### src/rtl/core_pkg.sv
`default_nettype none
// +----------------------------------------------------------------------------+
// | core_pkg : shared RV32I core types and constants for the ID/EX stage       |
// | Rev 1.0  : initial release                                                 |
// +----------------------------------------------------------------------------+
package core_pkg;

  localparam int XLEN = 32;

  // Result mux select encodings
  localparam logic [1:0] RES_ALU = 2'd0;
  localparam logic [1:0] RES_MEM = 2'd1;
  localparam logic [1:0] RES_PC4 = 2'd2;

  typedef struct packed {
    logic       RegWrite;
    logic [1:0] ResultSrc;
    logic       MemWrite;
    logic       Jump;
    logic       Branch;
    logic [2:0] ALUControl;
    logic       ALUSrc;
  } ctrl_t;

  localparam ctrl_t CTRL_NOP = '0;

endpackage
`default_nettype wire

### src/rtl/id_ex_pipe_reg_if.sv
`default_nettype none
// +----------------------------------------------------------------------------+
// | id_ex_pipe_reg_if : decode-side bundle in, execute-side bundle out         |
// | Rev 1.0  : initial release                                                 |
// +----------------------------------------------------------------------------+
interface id_ex_pipe_reg_if import core_pkg::*; #(
  parameter int CNT_W = 16
);
  logic            StallE, FlushE;
  logic            ValidD, RegWriteD, MemWriteD, JumpD, BranchD, ALUSrcD;
  logic [1:0]      ResultSrcD;
  logic [2:0]      ALUControlD;
  logic [XLEN-1:0] RD1D, RD2D, PCD, PCPlus4D, ImmExtD;
  logic [4:0]      Rs1D, Rs2D, RdD;

  logic            ValidE, RegWriteE, MemWriteE, JumpE, BranchE, ALUSrcE;
  logic [1:0]      ResultSrcE;
  logic [2:0]      ALUControlE;
  logic [XLEN-1:0] RD1E, RD2E, PCE, PCPlus4E, ImmExtE;
  logic [4:0]      Rs1E, Rs2E, RdE;
  logic [CNT_W-1:0] bubble_cnt;

  modport master (
    output StallE, FlushE, ValidD, RegWriteD, MemWriteD, JumpD, BranchD, ALUSrcD,
           ResultSrcD, ALUControlD, RD1D, RD2D, PCD, PCPlus4D, ImmExtD, Rs1D, Rs2D, RdD,
    input  ValidE, RegWriteE, MemWriteE, JumpE, BranchE, ALUSrcE,
           ResultSrcE, ALUControlE, RD1E, RD2E, PCE, PCPlus4E, ImmExtE, Rs1E, Rs2E, RdE,
           bubble_cnt
  );

  modport slave (
    input  StallE, FlushE, ValidD, RegWriteD, MemWriteD, JumpD, BranchD, ALUSrcD,
           ResultSrcD, ALUControlD, RD1D, RD2D, PCD, PCPlus4D, ImmExtD, Rs1D, Rs2D, RdD,
    output ValidE, RegWriteE, MemWriteE, JumpE, BranchE, ALUSrcE,
           ResultSrcE, ALUControlE, RD1E, RD2E, PCE, PCPlus4E, ImmExtE, Rs1E, Rs2E, RdE,
           bubble_cnt
  );
endinterface
`default_nettype wire

### src/rtl/pipe_field_reg.sv
`default_nettype none
// +----------------------------------------------------------------------------+
// | pipe_field_reg : W-bit pipeline field, async clear, sync clr over enable   |
// | Rev 1.0  : initial release                                                 |
// +----------------------------------------------------------------------------+
module pipe_field_reg #(
  parameter int W = 8
) (
  input  logic         clk,
  input  logic         rst_n,
  input  logic         en,
  input  logic         clr,
  input  logic [W-1:0] d,
  output logic [W-1:0] q
);
  always_ff @(posedge clk or negedge rst_n) begin
    if (!rst_n)   q <= '0;
    else if (clr) q <= '0;
    else if (en)  q <= d;
  end
endmodule
`default_nettype wire

### src/rtl/id_ex_pipe_reg.sv
`default_nettype none
// +----------------------------------------------------------------------------+
// | id_ex_pipe_reg : ID->EX pipeline register with stall/flush and bubble count|
// | Rev 1.0  : initial release                                                 |
// +----------------------------------------------------------------------------+
module id_ex_pipe_reg import core_pkg::*; #(
  parameter int CNT_W = 16
) (
  input  logic                 clk,
  input  logic                 rst_n,
  id_ex_pipe_reg_if.slave      bus
);
  localparam int CTRL_W = $bits(ctrl_t);
  localparam int IDX_W  = 16;
  localparam int DATA_W = 5 * XLEN;

  logic              load_en;
  logic              bubble;
  ctrl_t             ctrl_d, ctrl_q;
  logic [IDX_W-1:0]  idx_d, idx_q;
  logic [DATA_W-1:0] data_d, data_q;
  logic [CNT_W-1:0]  cnt_q;

  assign load_en = ~bus.StallE;

  // Non-valid slots carry no side effects: control is zeroed before capture
  always_comb begin
    ctrl_d = CTRL_NOP;
    if (bus.ValidD) begin
      ctrl_d.RegWrite   = bus.RegWriteD;
      ctrl_d.ResultSrc  = bus.ResultSrcD;
      ctrl_d.MemWrite   = bus.MemWriteD;
      ctrl_d.Jump       = bus.JumpD;
      ctrl_d.Branch     = bus.BranchD;
      ctrl_d.ALUControl = bus.ALUControlD;
      ctrl_d.ALUSrc     = bus.ALUSrcD;
    end
  end

  assign idx_d  = {bus.ValidD, bus.Rs1D, bus.Rs2D, bus.RdD};
  assign data_d = {bus.RD1D, bus.RD2D, bus.PCD, bus.PCPlus4D, bus.ImmExtD};

  pipe_field_reg #(.W(CTRL_W)) u_ctrl (
    .clk(clk), .rst_n(rst_n), .en(load_en), .clr(bus.FlushE), .d(ctrl_d), .q(ctrl_q)
  );

  pipe_field_reg #(.W(IDX_W)) u_idx (
    .clk(clk), .rst_n(rst_n), .en(load_en), .clr(bus.FlushE), .d(idx_d), .q(idx_q)
  );

  pipe_field_reg #(.W(DATA_W)) u_data (
    .clk(clk), .rst_n(rst_n), .en(load_en), .clr(bus.FlushE), .d(data_d), .q(data_q)
  );

  assign bus.RegWriteE   = ctrl_q.RegWrite;
  assign bus.ResultSrcE  = ctrl_q.ResultSrc;
  assign bus.MemWriteE   = ctrl_q.MemWrite;
  assign bus.JumpE       = ctrl_q.Jump;
  assign bus.BranchE     = ctrl_q.Branch;
  assign bus.ALUControlE = ctrl_q.ALUControl;
  assign bus.ALUSrcE     = ctrl_q.ALUSrc;
  assign {bus.ValidE, bus.Rs1E, bus.Rs2E, bus.RdE} = idx_q;
  assign {bus.RD1E, bus.RD2E, bus.PCE, bus.PCPlus4E, bus.ImmExtE} = data_q;

  // A flush always counts, even when stall is also high
  assign bubble = bus.FlushE | (load_en & ~bus.ValidD);

  always_ff @(posedge clk or negedge rst_n) begin
    if (!rst_n)                    cnt_q <= '0;
    else if (bubble && cnt_q != '1) cnt_q <= cnt_q + 1'b1;
  end

  assign bus.bubble_cnt = cnt_q;
endmodule
`default_nettype wire

### src/flat_wrapper.sv
// flat-port wrapper written by rule: the top's interface ports become plain ports
module id_ex_pipe_reg_flat import core_pkg::*;
#(
  parameter int CNT_W = 16
)
  (clk, rst_n, bus_StallE, bus_FlushE, bus_ValidD, bus_RegWriteD, bus_MemWriteD, bus_JumpD, bus_BranchD, bus_ALUSrcD, bus_ResultSrcD, bus_ALUControlD, bus_RD1D, bus_RD2D, bus_PCD, bus_PCPlus4D, bus_ImmExtD, bus_Rs1D, bus_Rs2D, bus_RdD, bus_ValidE, bus_RegWriteE, bus_MemWriteE, bus_JumpE, bus_BranchE, bus_ALUSrcE, bus_ResultSrcE, bus_ALUControlE, bus_RD1E, bus_RD2E, bus_PCE, bus_PCPlus4E, bus_ImmExtE, bus_Rs1E, bus_Rs2E, bus_RdE, bus_bubble_cnt);
  id_ex_pipe_reg_if #(.CNT_W(CNT_W)) bus_i ();
  input  logic clk;
  input  logic rst_n;
  input wire logic [$bits(bus_i.StallE)-1:0] bus_StallE;
  input wire logic [$bits(bus_i.FlushE)-1:0] bus_FlushE;
  input wire logic [$bits(bus_i.ValidD)-1:0] bus_ValidD;
  input wire logic [$bits(bus_i.RegWriteD)-1:0] bus_RegWriteD;
  input wire logic [$bits(bus_i.MemWriteD)-1:0] bus_MemWriteD;
  input wire logic [$bits(bus_i.JumpD)-1:0] bus_JumpD;
  input wire logic [$bits(bus_i.BranchD)-1:0] bus_BranchD;
  input wire logic [$bits(bus_i.ALUSrcD)-1:0] bus_ALUSrcD;
  input wire logic [$bits(bus_i.ResultSrcD)-1:0] bus_ResultSrcD;
  input wire logic [$bits(bus_i.ALUControlD)-1:0] bus_ALUControlD;
  input wire logic [$bits(bus_i.RD1D)-1:0] bus_RD1D;
  input wire logic [$bits(bus_i.RD2D)-1:0] bus_RD2D;
  input wire logic [$bits(bus_i.PCD)-1:0] bus_PCD;
  input wire logic [$bits(bus_i.PCPlus4D)-1:0] bus_PCPlus4D;
  input wire logic [$bits(bus_i.ImmExtD)-1:0] bus_ImmExtD;
  input wire logic [$bits(bus_i.Rs1D)-1:0] bus_Rs1D;
  input wire logic [$bits(bus_i.Rs2D)-1:0] bus_Rs2D;
  input wire logic [$bits(bus_i.RdD)-1:0] bus_RdD;
  output wire logic [$bits(bus_i.ValidE)-1:0] bus_ValidE;
  output wire logic [$bits(bus_i.RegWriteE)-1:0] bus_RegWriteE;
  output wire logic [$bits(bus_i.MemWriteE)-1:0] bus_MemWriteE;
  output wire logic [$bits(bus_i.JumpE)-1:0] bus_JumpE;
  output wire logic [$bits(bus_i.BranchE)-1:0] bus_BranchE;
  output wire logic [$bits(bus_i.ALUSrcE)-1:0] bus_ALUSrcE;
  output wire logic [$bits(bus_i.ResultSrcE)-1:0] bus_ResultSrcE;
  output wire logic [$bits(bus_i.ALUControlE)-1:0] bus_ALUControlE;
  output wire logic [$bits(bus_i.RD1E)-1:0] bus_RD1E;
  output wire logic [$bits(bus_i.RD2E)-1:0] bus_RD2E;
  output wire logic [$bits(bus_i.PCE)-1:0] bus_PCE;
  output wire logic [$bits(bus_i.PCPlus4E)-1:0] bus_PCPlus4E;
  output wire logic [$bits(bus_i.ImmExtE)-1:0] bus_ImmExtE;
  output wire logic [$bits(bus_i.Rs1E)-1:0] bus_Rs1E;
  output wire logic [$bits(bus_i.Rs2E)-1:0] bus_Rs2E;
  output wire logic [$bits(bus_i.RdE)-1:0] bus_RdE;
  output wire logic [$bits(bus_i.bubble_cnt)-1:0] bus_bubble_cnt;
  assign bus_i.StallE = bus_StallE;
  assign bus_i.FlushE = bus_FlushE;
  assign bus_i.ValidD = bus_ValidD;
  assign bus_i.RegWriteD = bus_RegWriteD;
  assign bus_i.MemWriteD = bus_MemWriteD;
  assign bus_i.JumpD = bus_JumpD;
  assign bus_i.BranchD = bus_BranchD;
  assign bus_i.ALUSrcD = bus_ALUSrcD;
  assign bus_i.ResultSrcD = bus_ResultSrcD;
  assign bus_i.ALUControlD = bus_ALUControlD;
  assign bus_i.RD1D = bus_RD1D;
  assign bus_i.RD2D = bus_RD2D;
  assign bus_i.PCD = bus_PCD;
  assign bus_i.PCPlus4D = bus_PCPlus4D;
  assign bus_i.ImmExtD = bus_ImmExtD;
  assign bus_i.Rs1D = bus_Rs1D;
  assign bus_i.Rs2D = bus_Rs2D;
  assign bus_i.RdD = bus_RdD;
  assign bus_ValidE = bus_i.ValidE;
  assign bus_RegWriteE = bus_i.RegWriteE;
  assign bus_MemWriteE = bus_i.MemWriteE;
  assign bus_JumpE = bus_i.JumpE;
  assign bus_BranchE = bus_i.BranchE;
  assign bus_ALUSrcE = bus_i.ALUSrcE;
  assign bus_ResultSrcE = bus_i.ResultSrcE;
  assign bus_ALUControlE = bus_i.ALUControlE;
  assign bus_RD1E = bus_i.RD1E;
  assign bus_RD2E = bus_i.RD2E;
  assign bus_PCE = bus_i.PCE;
  assign bus_PCPlus4E = bus_i.PCPlus4E;
  assign bus_ImmExtE = bus_i.ImmExtE;
  assign bus_Rs1E = bus_i.Rs1E;
  assign bus_Rs2E = bus_i.Rs2E;
  assign bus_RdE = bus_i.RdE;
  assign bus_bubble_cnt = bus_i.bubble_cnt;
  id_ex_pipe_reg #(.CNT_W(CNT_W)) u_core (.clk(clk), .rst_n(rst_n), .bus(bus_i));
endmodule
### config.mk
export PLATFORM = sky130hd
export DESIGN_NAME = id_ex_pipe_reg_flat
export DESIGN_NICKNAME = d
export VERILOG_FILES = /design/src/rtl/core_pkg.sv /design/src/rtl/id_ex_pipe_reg_if.sv /design/src/rtl/pipe_field_reg.sv /design/src/rtl/id_ex_pipe_reg.sv /design/src/flat_wrapper.sv
export SDC_FILE = /design/constraint.sdc
export NUM_CORES = 1
export LEC_CHECK = 0
export ABC_AREA = 1
export ABC_CLOCK_PERIOD_IN_PS = 2100
export BUFFER_PORTS_ARGS = -buffer_cell sky130_fd_sc_hd__buf_2
export CORE_AREA = 2 2 154 156
export CTS_BUF_LIST = sky130_fd_sc_hd__clkbuf_4
export DETAILED_ROUTE_END_ITERATION = 16
export DIE_AREA = 0 0 156 158
export GPL_ROUTABILITY_DRIVEN = 0
export SLEW_MARGIN = 20
export SYNTH_ARGS = -nofsm -noshare
export SYNTH_HDL_FRONTEND = slang
export SYNTH_SLANG_ARGS = --single-unit
export TNS_END_PERCENT = 5
### constraint.sdc
create_clock -name clk -period 2.1 [get_ports clk]
set_input_delay 0.105 -clock clk [delete_from_list [all_inputs] [get_ports clk]]
set_output_delay 0.105 -clock clk [all_outputs]
set_load 0.03 [all_outputs]
==> impl_metrics.tcl <==
set metrics [dict create \
    setup_viol 0 \
    fin_crit_ns 1.80 \
    routed_via_density 4.81 \
    crit_start "bus_StallE" \
    synth_area_sq_um 8310 \
    mostFrequentLayoutCell "nand2_1" \
    synthAdderAreaFrac_pct 0.151 \
    post_dp_cell_area_sq_um 10600 \
    p_sw_share_pct 31.8 \
    wl_met1_um 11600 \
    final_cell_area_sq_um 13700 \
    rr_startpoint "u_core.u_idx.q[15]$_DFFE_PN0P_" \
    dieArea_sq_um 24600 \
    clock_sinks 202 \
    post_cts_resized 0 \
    clock_tree.root_cell "clkbuf_4" \
    path_depth 6 \
    wirelength_um 30000 \
    netlist_top_cells_area "dfrtp_1 61%, nand2_1 19%, nand3_1 12%" \
    power.net_switching_mw 3.13 \
    min_path_type "primary input to register" \
    grt_overflow 0 \
    route.met3.wl_um 2360 \
    nets 1793 \
    synth_warnings 0 \
    pwr-share-comb_pct 21.6 \
    cts_tree "done" \
    synthXorXnorAreaFrac_pct 0.527 \
    num_rows 56 \
    intPower_mw 6.72 \
    wl_per_cell_um 15.5 \
    crit_top_cell "nand2_1" \
    crit_chain "buf_6, nor2_4, buf_12, dlygate4sd3_1, nand2_1, nand2_1" \
    io_pins 392 \
    drtPass1Iterations 8 \
    htreeDepth 2 \
    clockPowerShare_pct 34.2 \
    finalNonFillerCells 1931 \
    powerDensity_nw_per_um2 719 \
    tightest_slew_ns 1.07 \
    critical-path-top-delay-family "buffers and inverters" \
    final_util_pct 59.4 \
    ant_nets 0 \
    drive_above_1_share_pct 31.1 \
    tns_ns 0 \
    critPathSlowestCell "dlygate4sd3_1" \
    ir_drop_mv 0.376 \
    cts_made_buffers 55 \
    drcViolationCount 0 \
    path_buf_inv 3 \
    clk_path_buf_depth 3 \
    chipHeight_um 158 \
    leakage_nw 7.84 \
    yosys.area.top_type "dfrtp_1" \
    route.met2.wl_um 14600 \
    finalCritPeriodShare_pct 85.7 \
    run_status "completed" \
    syn_to_final_growth_pct 64.9 \
    top_layer_used "met4" \
    crit_arrival_ns 2.36 \
    rsz0062_at_grt "false" \
    grt_pass1_vias 9430 \
    syn-num-nets 1149 \
    totalPowerFinal_mw 9.85 \
    critical_path_required_ns 2.66 \
    timing.setup.critical_path_class "primary input to register" \
    path_clk_slew_ns 0.06 \
    slowest_delay_ns 1.25 \
    synth_cells 958 \
    hold_viol_final 0 \
    min_path_cells 5 \
    vias 9294 \
    coreArea_sq_um 23100 \
    finalClockSkew_ns 0.00579 \
    start_util_pct 36.0 \
    drtIter0Drc 714 \
    synth-seq-cells 202 \
    clock_latency_ns 0.65 \
    hp-start "bus_FlushE" \
    dp_hpwl_um 17400 \
    grt_usage_pct 23.4 \
    layout_common_cells "424 x nand2_1, 389 x buf_2, 242 x dlygate4sd3_1" \
    grt_max_degree 127 \
    worst_setup_path_start_kind "primary input" \
    reg2reg_depth 4 \
    fmax_ghz 0.556 \
    antenna_found_initial 2 \
    die_w_um 156 \
    syn-mean-instance-area_sq_um 8.67 \
    cp_max_fo 37 \
    grt_pass1_wl_um 46400 \
    num-fill-cells 1957 \
    relSlewSlack_pct 28.3 \
    finalMaxSlewViolations 0 \
    muxShareOfSynthArea_pct 0 \
    synth_top_area_share_pct 60.9 \
    end_kind "register" \
    netlist-cell-type-count 22 \
    port_buffers 391 \
    yosys.area_share.simple_pct 33.6 \
    synth_top_family_by_area "simple AND/OR/NAND/NOR gates" \
    drv_cap 0 \
    synth-compound-area-share_pct 0.663 \
    p_seq_share_pct 44.3 \
    dpl.cell_count 1593 \
    seq_area_frac_synth_pct 60.9 \
]
[sequential cells by signal, summed over array words and instances (netlist names)]
name / flops
u_core.u_idx.q: 16
u_core.bus.bubble_cnt: 16
u_core.u_ctrl.q: 10
u_core.u_data.q: 160
[cells by family (layout without fill, tap and decap cells)]
| kind of cell | count (synthesis) | count (layout) |
|---|---|---|
| AO/OA/AOI/OAI | 8 | 8 |
| XOR/XNOR | 5 | 5 |
| adder cells (fa/ha/maj) | 1 | 1 |
| buffers and inverters | 82 | 763 |
| flip-flops | 202 | 202 |
| other | 0 | 2 |
| AND/OR/NAND/NOR | 660 | 660 |
[power by group through the flow]
stage	Sequential, mW	Clock [mW]	Combinational [mW]
after detailed placement	4.42	0	1.76
final	4.36	3.36	2.13
after global placement	4.41	0	1.75
after floorplan	4.94	0	0.489
after CTS	4.35	3.49	2.12
after global routing	4.39	3.72	2.28
[per-stage QoR]
stage	hold WS, ns	setup slack, ns
detailed placement	0.187	0.504
finish	0.0408	0.300
CTS	0.00142	0.362
global route	0.00977	0.275
floorplan	-0.191	0.442
global placement	0.192	0.541
[final timing paths]
kind / endpoint / slack, ns
worst min register to register: u_core.u_data.q[89]$_DFFE_PN0P_ / 0.50
worst min-delay path: u_core.u_data.q[80]$_DFFE_PN0P_ / 0.04
min in group asynchronous: u_core.u_data.q[71]$_DFFE_PN0P_ / 0.07
worst max-delay path: u_core.u_data.q[108]$_DFFE_PN0P_ / 0.30
worst max register to register: u_core.u_idx.q[15]$_DFFE_PN0P_ / 0.35
max in group asynchronous: u_core.u_data.q[69]$_DFFE_PN0P_ / 1.38
[tightest hold or removal path, cell delays in order]
cell and delay [ns]:
buf_2 0.11, nor2_4 0.10, buf_12 0.19, nand2_1 0.08
nand2_1 0.05
[area by class of cell]
class | count | area, sq um | area share, %
antenna | 2 | 5.00 | 0.0365
multi-input combinational | 674 | 2900 | 21.2
clock inverter | 13 | 51.3 | 0.375
tap | 290 | 363 | 2.65
sequential | 202 | 5050 | 36.9
clock buffer | 81 | 608 | 4.44
inverter | 19 | 73.8 | 0.539
timing repair buffer | 650 | 4630 | 33.8
[synthesized netlist by cell type, drive strengths merged]
library cell  count
nand3           206
clkinv            1
clkbuf           24
inv              18
o21ai             8
xor2              4
nand2           427
xnor2             1
dfrtp           202
ha                1
nor2             21
nand4             6
buf              39
[layer usage]
metal	vias to the layer above	track usage [%]
met5	-	0
met1	4324	27.8
li1	4379	-
met4	0	12.1
met3	117	5.86
met2	474	39.5
[timing repair]
action | CTS | global route
hold buffers | 242 | 0
buffers inserted | 0 | 0
endpoints found under the hold margin | 390 | 0
No activity file was read; power rests on OpenSTA's default activity.
